File: src/rtl/noc_params.sv
// Network-wide parameters and flit format shared by every router block.
package noc_params;

  localparam int PORT_NUM       = 5;
  localparam int VC_NUM         = 2;
  localparam int BUFFER_SIZE    = 4;
  localparam int VC_SIZE        = (VC_NUM > 1) ? $clog2(VC_NUM) : 1;
  localparam int FLIT_DATA_SIZE = 16;

  typedef enum logic [1:0] {
    HEAD     = 2'd0,
    BODY     = 2'd1,
    TAIL     = 2'd2,
    HEADTAIL = 2'd3
  } flit_label_t;

  typedef struct packed {
    flit_label_t                flit_label;
    logic [VC_SIZE-1:0]         vc_id;
    logic [FLIT_DATA_SIZE-1:0]  data;
  } flit_t;

endpackage

File: src/rtl/output_port_pkg.sv
// Local types for the output port: per-VC packet-tracking state.
package output_port_pkg;

  typedef enum logic {
    IDLE   = 1'b0,
    ACTIVE = 1'b1
  } vc_state_t;

endpackage

File: src/rtl/output_port_vc_tracker.sv
// Tracks one downstream VC: credit count plus packet-boundary state machine.
// Latency: count/state update on the clock edge after send or credit.
// Backpressure: none here; credit_avail/vc_free are consumed by the allocators.
module output_vc_tracker
  import output_port_pkg::*;
#(
  parameter int BUFFER_SIZE = noc_params::BUFFER_SIZE
) (
  input  logic                    clk,
  input  logic                    rst,
  input  logic                    send,
  input  noc_params::flit_label_t label,
  input  logic                    credit,
  output logic                    credit_avail,
  output logic                    vc_free,
  output logic                    error
);

  localparam int CW = $clog2(BUFFER_SIZE + 1);
  localparam logic [CW-1:0] FULL = CW'(BUFFER_SIZE);

  logic [CW-1:0] count, count_nxt;
  vc_state_t     state, state_nxt;
  logic          cnt_err, fsm_err;

  // A send and a credit in the same cycle cancel, even at either boundary.
  always_comb begin
    count_nxt = count;
    cnt_err   = 1'b0;
    case ({send, credit})
      2'b10: begin
        if (count == '0) cnt_err   = 1'b1;
        else             count_nxt = count - CW'(1);
      end
      2'b01: begin
        if (count == FULL) cnt_err   = 1'b1;
        else               count_nxt = count + CW'(1);
      end
      default: ;
    endcase
  end

  always_comb begin
    state_nxt = state;
    fsm_err   = 1'b0;
    if (send) begin
      case (state)
        IDLE: begin
          case (label)
            noc_params::HEAD:     state_nxt = ACTIVE;
            noc_params::HEADTAIL: state_nxt = IDLE;
            default:              fsm_err   = 1'b1;
          endcase
        end
        ACTIVE: begin
          case (label)
            noc_params::TAIL: state_nxt = IDLE;
            noc_params::BODY: state_nxt = ACTIVE;
            default:          fsm_err   = 1'b1;
          endcase
        end
        default: state_nxt = IDLE;
      endcase
    end
  end

  always_ff @(posedge clk or posedge rst) begin
    if (rst) begin
      count <= FULL;
      state <= IDLE;
    end else begin
      count <= count_nxt;
      state <= state_nxt;
    end
  end

  // Reuse only once the previous packet is closed and fully drained downstream.
  assign credit_avail = (count != '0);
  assign vc_free      = (state == IDLE) && (count == FULL);
  assign error        = cnt_err | fsm_err;

endmodule

File: src/rtl/output_port.sv
// Router output port: registers the crossbar flit onto the link and tracks downstream VCs.
// Latency: one cycle flit_i->flit_o; status outputs come from registered state only.
// Backpressure: credit-based; allocators must gate sends on credit_avail_o/vc_free_o.
module output_port #(
  parameter int VC_NUM      = noc_params::VC_NUM,
  parameter int BUFFER_SIZE = noc_params::BUFFER_SIZE
) (
  input  logic              clk,
  input  logic              rst,
  input  noc_params::flit_t flit_i,
  input  logic              valid_i,
  input  logic [VC_NUM-1:0] credit_i,
  output noc_params::flit_t flit_o,
  output logic              valid_o,
  output logic [VC_NUM-1:0] credit_avail_o,
  output logic [VC_NUM-1:0] vc_free_o,
  output logic              error_o
);

  logic [VC_NUM-1:0] send;
  logic [VC_NUM-1:0] vc_err;

  always_ff @(posedge clk or posedge rst) begin
    if (rst) begin
      flit_o  <= '0;
      valid_o <= 1'b0;
      error_o <= 1'b0;
    end else begin
      valid_o <= valid_i;
      if (valid_i) flit_o <= flit_i;
      error_o <= error_o | (|vc_err);
    end
  end

  for (genvar v = 0; v < VC_NUM; v++) begin : gen_vc
    assign send[v] = valid_i && (flit_i.vc_id == noc_params::VC_SIZE'(v));

    output_vc_tracker #(
      .BUFFER_SIZE (BUFFER_SIZE)
    ) u_tracker (
      .clk          (clk),
      .rst          (rst),
      .send         (send[v]),
      .label        (flit_i.flit_label),
      .credit       (credit_i[v]),
      .credit_avail (credit_avail_o[v]),
      .vc_free      (vc_free_o[v]),
      .error        (vc_err[v])
    );
  end

endmodule

File: config.mk
export PLATFORM = sky130hd
export DESIGN_NAME = output_port
export DESIGN_NICKNAME = d
export VERILOG_FILES = /design/src/rtl/noc_params.sv /design/src/rtl/output_port_pkg.sv /design/src/rtl/output_port_vc_tracker.sv /design/src/rtl/output_port.sv
export SDC_FILE = /design/constraint.sdc
export NUM_CORES = 1
export LEC_CHECK = 0
export ABC_AREA = 1
export BUFFER_PORTS_ARGS = -buffer_cell sky130_fd_sc_hd__buf_2
export CORE_MARGIN = 2
export CORE_UTILIZATION = 49
export DETAILED_ROUTE_END_ITERATION = 10
export PLACE_DENSITY = 0.76
export SETUP_SLACK_MARGIN = 0.02
export SYNTH_ARGS = -nofsm -noshare
export SYNTH_HDL_FRONTEND = slang
export SYNTH_SLANG_ARGS = --single-unit
File: constraint.sdc
create_clock -name clk -period 1.49 [get_ports clk]
set_input_delay 0.0745 -clock clk [delete_from_list [all_inputs] [get_ports clk]]
set_output_delay 0.0745 -clock clk [all_outputs]
set_load 0.02 [all_outputs]
# == Word-level counts from Yosys, hierarchy flattened ==
# Cells that the tools add are included.
# word_totals
wordCells,70
reg_bits,29
# op_classes
muxes,22
eq_ne,13
bitwise_logic,6
reduce_logical,16
n_addsub,4
# op_table
cell,count
2-to-1 mux 3 bit,4
one-hot mux 1 bit (2 select lines),6
one-hot mux 3 bit (2 select lines),2
2-to-1 mux 1 bit,10
equality test 2 bit (second input constant),4
inequality test 2 bit (second input constant),4
adder 3 x 1 -> 3 bit (second input constant),2
equality test 2 x 1 -> 1 bit (second input constant),3
equality test 3 bit (second input constant),2
logical NOT 3 bit,2
AND reduction 3 bit,2
nonzero test 3 bit,2
OR reduction 2 bit,3
subtractor 3 x 1 -> 3 bit (second input constant),2
logical AND 1 bit,4
nonzero test 2 bit,2
inverter 1 bit,3
bitwise OR 1 bit,3
logical NOT 2 bit,1

# == Longest topological paths before layout ==
# depth
depth_word,8
depth_mapped,11
depth_no_buf,10

# == Hierarchy ==
# From an unflattened synthesis, not the netlist that was laid out.
# hier_totals
cells_unflattened,183
hier_area_um2,1495.2
# by_module_without_submodules
mod,seq_area_each_um2,area_per_inst_um2,cells_per_inst,instances
output_port,525.5,814.5,89,1
output_vc_tracker,101.3,340.3,47,2

# == Worst setup path after synthesis ==
# No wires, ideal clock.
# synth_timing
path_kind,input -> register
startpoint,in valid_i
endpoint,reg gen_vc[1].u_tracker.count[2]
setup_ns,0.075
slack_ns,0.177
n_path_buf,1
arrival_ns,1.237
path_stages,8
path_cell_list,buf_4 > nand2_1 > ha_1 > inv_1 > fa_1 > xor2_1 > nand2_1 > nand2_1
# synth_between
elab_chain_len,4
elab_cells_between_ends,8
cone_classes,eq/ne (4); mux (1); reduce/logical (3)
# synth_rtl
element,line,text
"start, declared",output_port.sv:11,"input logic valid_i,"
logical AND 1 bit (*),output_port.sv:36,assign send[v] = valid_i && (flit_i.vc_id == noc_params::VC_SIZE'(v));
equality test 2 x 1 -> 1 bit / equality test 2 bit (equally long branches),output_port_vc_tracker.sv:30,"case ({send, credit})"
inequality test 2 bit (no line) / nonzero test 2 bit (equally long branches),-,
AND reduction 3 bit (no line),-,
"end signal, assigned",output_port_vc_tracker.sv:72,count <= count_nxt;
"end, declared",output_port_vc_tracker.sv:22,"logic [CW-1:0] count, count_nxt;"
# Every way passes the cells marked *; elsewhere a longest branch is shown, timed or not.
# A chain may end at the register's enable or synchronous reset.

# == Worst setup path in the final report ==
# layout_timing
startpoint,reg gen_vc[0].u_tracker.count[2]
endpoint,out vc_free_o[0]
# layout_between
elab_chain_len,2
# layout_rtl
element,line,text
"start, declared",output_port_vc_tracker.sv:22,
"start signal, assigned",output_port_vc_tracker.sv:72,
equality test 3 bit,output_port_vc_tracker.sv:79,assign vc_free = (state == IDLE) && (count == FULL);
logical AND 1 bit,output_port_vc_tracker.sv:79,
"end, declared",output_port.sv:16,"output logic [VC_NUM-1:0] vc_free_o,"
# Every way passes these cells.

==> metrics.md <==
| Metric | Value |
|---|---|
| Status | complete, but fails checks |
| Failing checks | design-rule violations |
| Synth Warn # | 0 |
| R2R Path Start | gen_vc[1].u_tracker.count[0]$_DFFE_PP0P_ |
| Area Overhead vs Synth | 37.3% |
| Cells on worst reg2reg path | 4 |
| Final hold vios | 0 |
| Pwr per Cell Area | roughly 1300 nW/µm² |
| Area contributors post-synth | dfrtp_1 46%, nand2_1 20%, inv_1 3.8% |
| Sum Neg Setup Slack | 0 ns |
| Multiplexer share of the synthesized area | 0% |
| Die Wd | 58.7 µm |
| Hold Path Depth | 4 |
| Fin Clk Skew | about 0.0030 ns |
| CTS tree | yes |
| Xor/xnor share of the synthesized area | under 10% |
| Period utilisation layout | roughly 93% |
| TritonRoute pass-1 iters | 7 |
| Die height | between 50 and 60 µm |
| Sequential group share of total power | 41.1% |
| Port-buffer cells | 48 |
| Vias | approximately 1300 |
| Max Clk Rate | just over 700 MHz |
| Synth Area in Simple Gates | 29.4% |
| Psw | around 0.9 mW |
| Num Clock Sinks | 29 |
| Fillers | between 200 and 250 |
| Slowest CP cell | dfstp_2 |
| Starting Density | a little over half |
| Minimum clock period | between 1 and 1.5 ns |
| I/O pins | between 40 and 50 |
| Area post-placement | approximately 1700 µm² |
| Synth area leader | dfrtp_1 |
| Syn_nets | between 200 and 250 |
| Synthesized instance count | around 170 |
| Via/cell ratio | 4.61 |
| Final setup vio count | 0 |
| Worst setup EP type | output port |
| Critical path class | reg2out |
| Final HPWL DP | around 2200 µm |
| Max-cap violations | 0 |
| Core Area | between 2000 and 3000 µm² |
| Worst Path Required | around 1.4 ns |
| Seq cells post-synth | 29 |
| Main combinational cell family by area after synthesis | simple AND/OR/NAND/NOR gates |
| Fin. max-slew vios | 0 |
| GRT Util Overall | 20.3% |
| Clock slew at reported path FFs | around 0.09 ns |
| Compound-gate portion of the synthesized area | 2.05% |
| Die area | around 3400 µm² |
| Register area share after synthesis | about half |
| Hold crit path type | in2reg |
| Synth unique cells | 24 |
| Syn Area/Cell | around 8.5 µm² |
| Crit-path cells | inv_2, nor4_1, buf_2 |
| CTS max path bufs | 2 |
| Slew @ Worst Pin | between 0.4 and 0.5 ns |
| Max FO, Critical Path | 3 |
| Rel. slew slack | slightly above 70% |
| Vias in the first global route | 1273 |
| Share of cells above drive strength 1 | approximately a third |
| Leak Pwr | 1.12 nW |
| Final Instance Area | 2010 µm² |
| H-tree level count | 2 |
| Synth Cell Area | 1460 µm² |
| Overall power | around 2.6 mW |
| Critical path arrival | between 1 and 1.5 ns |
| Total internal power | 1.72 mW |
| HP Start | flit_i[16] |
| Final ANT Viol Nets | 0 |
| DR DRC count | 2 |
| N_diodes | 0 |
| Routed Wire Length | 2990 µm |
| WL/cell | ~11 µm |
| Root buf cell | clkbuf_4 |
| Routability cong. | just over 0.8 |
| R2R Path End | gen_vc[1].u_tracker.count[2]$_DFFE_PP1P_ |
| Synth top area share | 46.2% |
| Maximum vdd drop | just under 0.8 mV |
| Global-route congestion overflow total | 0 |
| CTS Buf Count | 5 |
| Gate power share | 33.6% |
| Worst-Skew Late Latency | around 0.31 ns |
| Post-synthesis adder-cell area fraction | between 6 and 7% |
| First-pass GRT wire length | about 5300 µm |
| Largest net degree at the start of global routing | 22 |
| Clock group share of total power | between 20% and 30% |
| DR iter-0 viols | 20 |
| Switching power share of the total | between 30% and 40% |
| Startpoint types | flop |
| Initial antenna violation count | 0 |
| Layout net count | about 270 |
| Row count | 19 |
| R2R Setup Slk | around 0.24 ns |
| CP peak stage delay | 0.55 ns |
-- final cells by class --
class	count	area, µm²	share of cell area, %
clock inverters	1	30.0	1.49
clock buffers	7	55.1	2.74
repair buffers	73	473	23.5
well taps	31	38.8	1.93
inverters	20	75.1	3.74
flip-flops and latches	29	728	36.2
multi-input cells	115	609	30.3
-- synth_stat cells --
| library cell | count |
|---|---|
| nand2_2 | 1 |
| ha_1 | 4 |
| o21ai_0 | 2 |
| nand3_2 | 3 |
| o21ai_1 | 3 |
| buf_2 | 1 |
| buf_4 | 7 |
| nand2_1 | 77 |
| nand4_2 | 1 |
| nand3_1 | 6 |
| inv_1 | 15 |
| nor2_2 | 1 |
| nor2_1 | 2 |
| nor2_4 | 2 |
| nand4_1 | 1 |
| xnor2_1 | 3 |
| nand3b_1 | 1 |
| dfstp_2 | 2 |
| fa_1 | 2 |
| a21oi_1 | 1 |
| inv_2 | 5 |
| nor4_1 | 2 |
| xor2_1 | 3 |
| dfrtp_1 | 27 |
-- how the worst max path moves through the flow --
stage | from | end | slack (ns) | cells past startpoint
floorplan | valid_i | gen_vc[1].u_tracker.count[2]$_DFFE_PP1P_ | 0.18 | 8
global placement | valid_i | gen_vc[0].u_tracker.count[1]$_DFFE_PP0P_ | 0.17 | 9
detailed placement | valid_i | gen_vc[0].u_tracker.count[1]$_DFFE_PP0P_ | 0.12 | 9
CTS | gen_vc[0].u_tracker.count[2]$_DFFE_PP1P_ | vc_free_o[0] | 0.04 | 3
global route | gen_vc[0].u_tracker.count[2]$_DFFE_PP1P_ | vc_free_o[0] | -0.002 | 3
finish | gen_vc[0].u_tracker.count[2]$_DFFE_PP1P_ | vc_free_o[0] | 0.1 | 3
-- metrics by stage --
step	util, %	instances	hold slack, ns	setup WS [ns]
2_1_floorplan	-	172	0.106	0.177
5_1_grt	71.6	276	0.0993	-0.00166
4_1_cts	71.1	275	0.0569	0.0365
3_5_place_dp	61.4	248	0.0917	0.124
3_3_place_gp	61.4	248	0.0969	0.174
6_report	71.6	276	0.0773	0.0979
-- what timing repair did --
item	4_1_cts	5_1_grt
buffers inserted	1	1
pin swaps	0	0
resized for setup	0	1
hold buffers	18	0
endpoints found under the hold margin	26	0
endpoints found under the setup margin	1	2
-- cells in the final DEF, fill, tap and decap left out, types with 4 or more instances in the layout --
cell type	instances
nand2_1	77
buf_2	48
dfrtp_1	27
dlygate4sd3_1	18
inv_1	15
buf_4	7
nand3_1	6
inv_2	5
clkbuf_4	5
ha_1	4
-- kinds of logic (layout without fill, tap and decap cells) --
| family | Yosys count | in the layout |
|---|---|---|
| flip-flops | 29 | 29 |
| AND/OR/NAND/NOR | 97 | 97 |
| AO/OA/AOI/OAI | 6 | 6 |
| buffers and inverters | 28 | 101 |
| XOR/XNOR | 6 | 6 |
| adder cells (fa/ha/maj) | 6 | 6 |
-- critical path, delay by kind of cell (launching register included) --
kind | cells | cell delay, ns
buffers and inverters | 2 | 0.26
flip-flops | 1 | 0.55
AND/OR/NAND/NOR | 1 | 0.20
-- power groups by stage --
stage	combinational, mW	sequential (mW)	clock [mW]
after floorplan	0.578	1.15	0
after detailed placement	0.785	1.12	0
after global placement	0.762	1.11	0
after CTS	0.854	1.09	0.684
final	0.882	1.08	0.663
after global routing	0.998	1.11	0.722
-- sequential cells by signal, summed over array words and instances (netlist names), named ones only --
| name | cells |
|---|---|
| flit_o | 19 |
| valid_o | 1 |
| gen_vc.u_tracker.count | 6 |
| error_o | 1 |
-- layer usage --
layer  routed length, µm  share of wire [%]  vias to the layer above  global-route usage (%)
li1                    -                  -                      664                       -
met1                1310                 44                      569                    25.0
met2                1460                 49                       39                    35.2
met3                 216                7.2                        0                    6.81
met4                   0                  0                        0                    3.90
met5                   0                  0                        -                       0
Power figures use the tool's default switching activity.
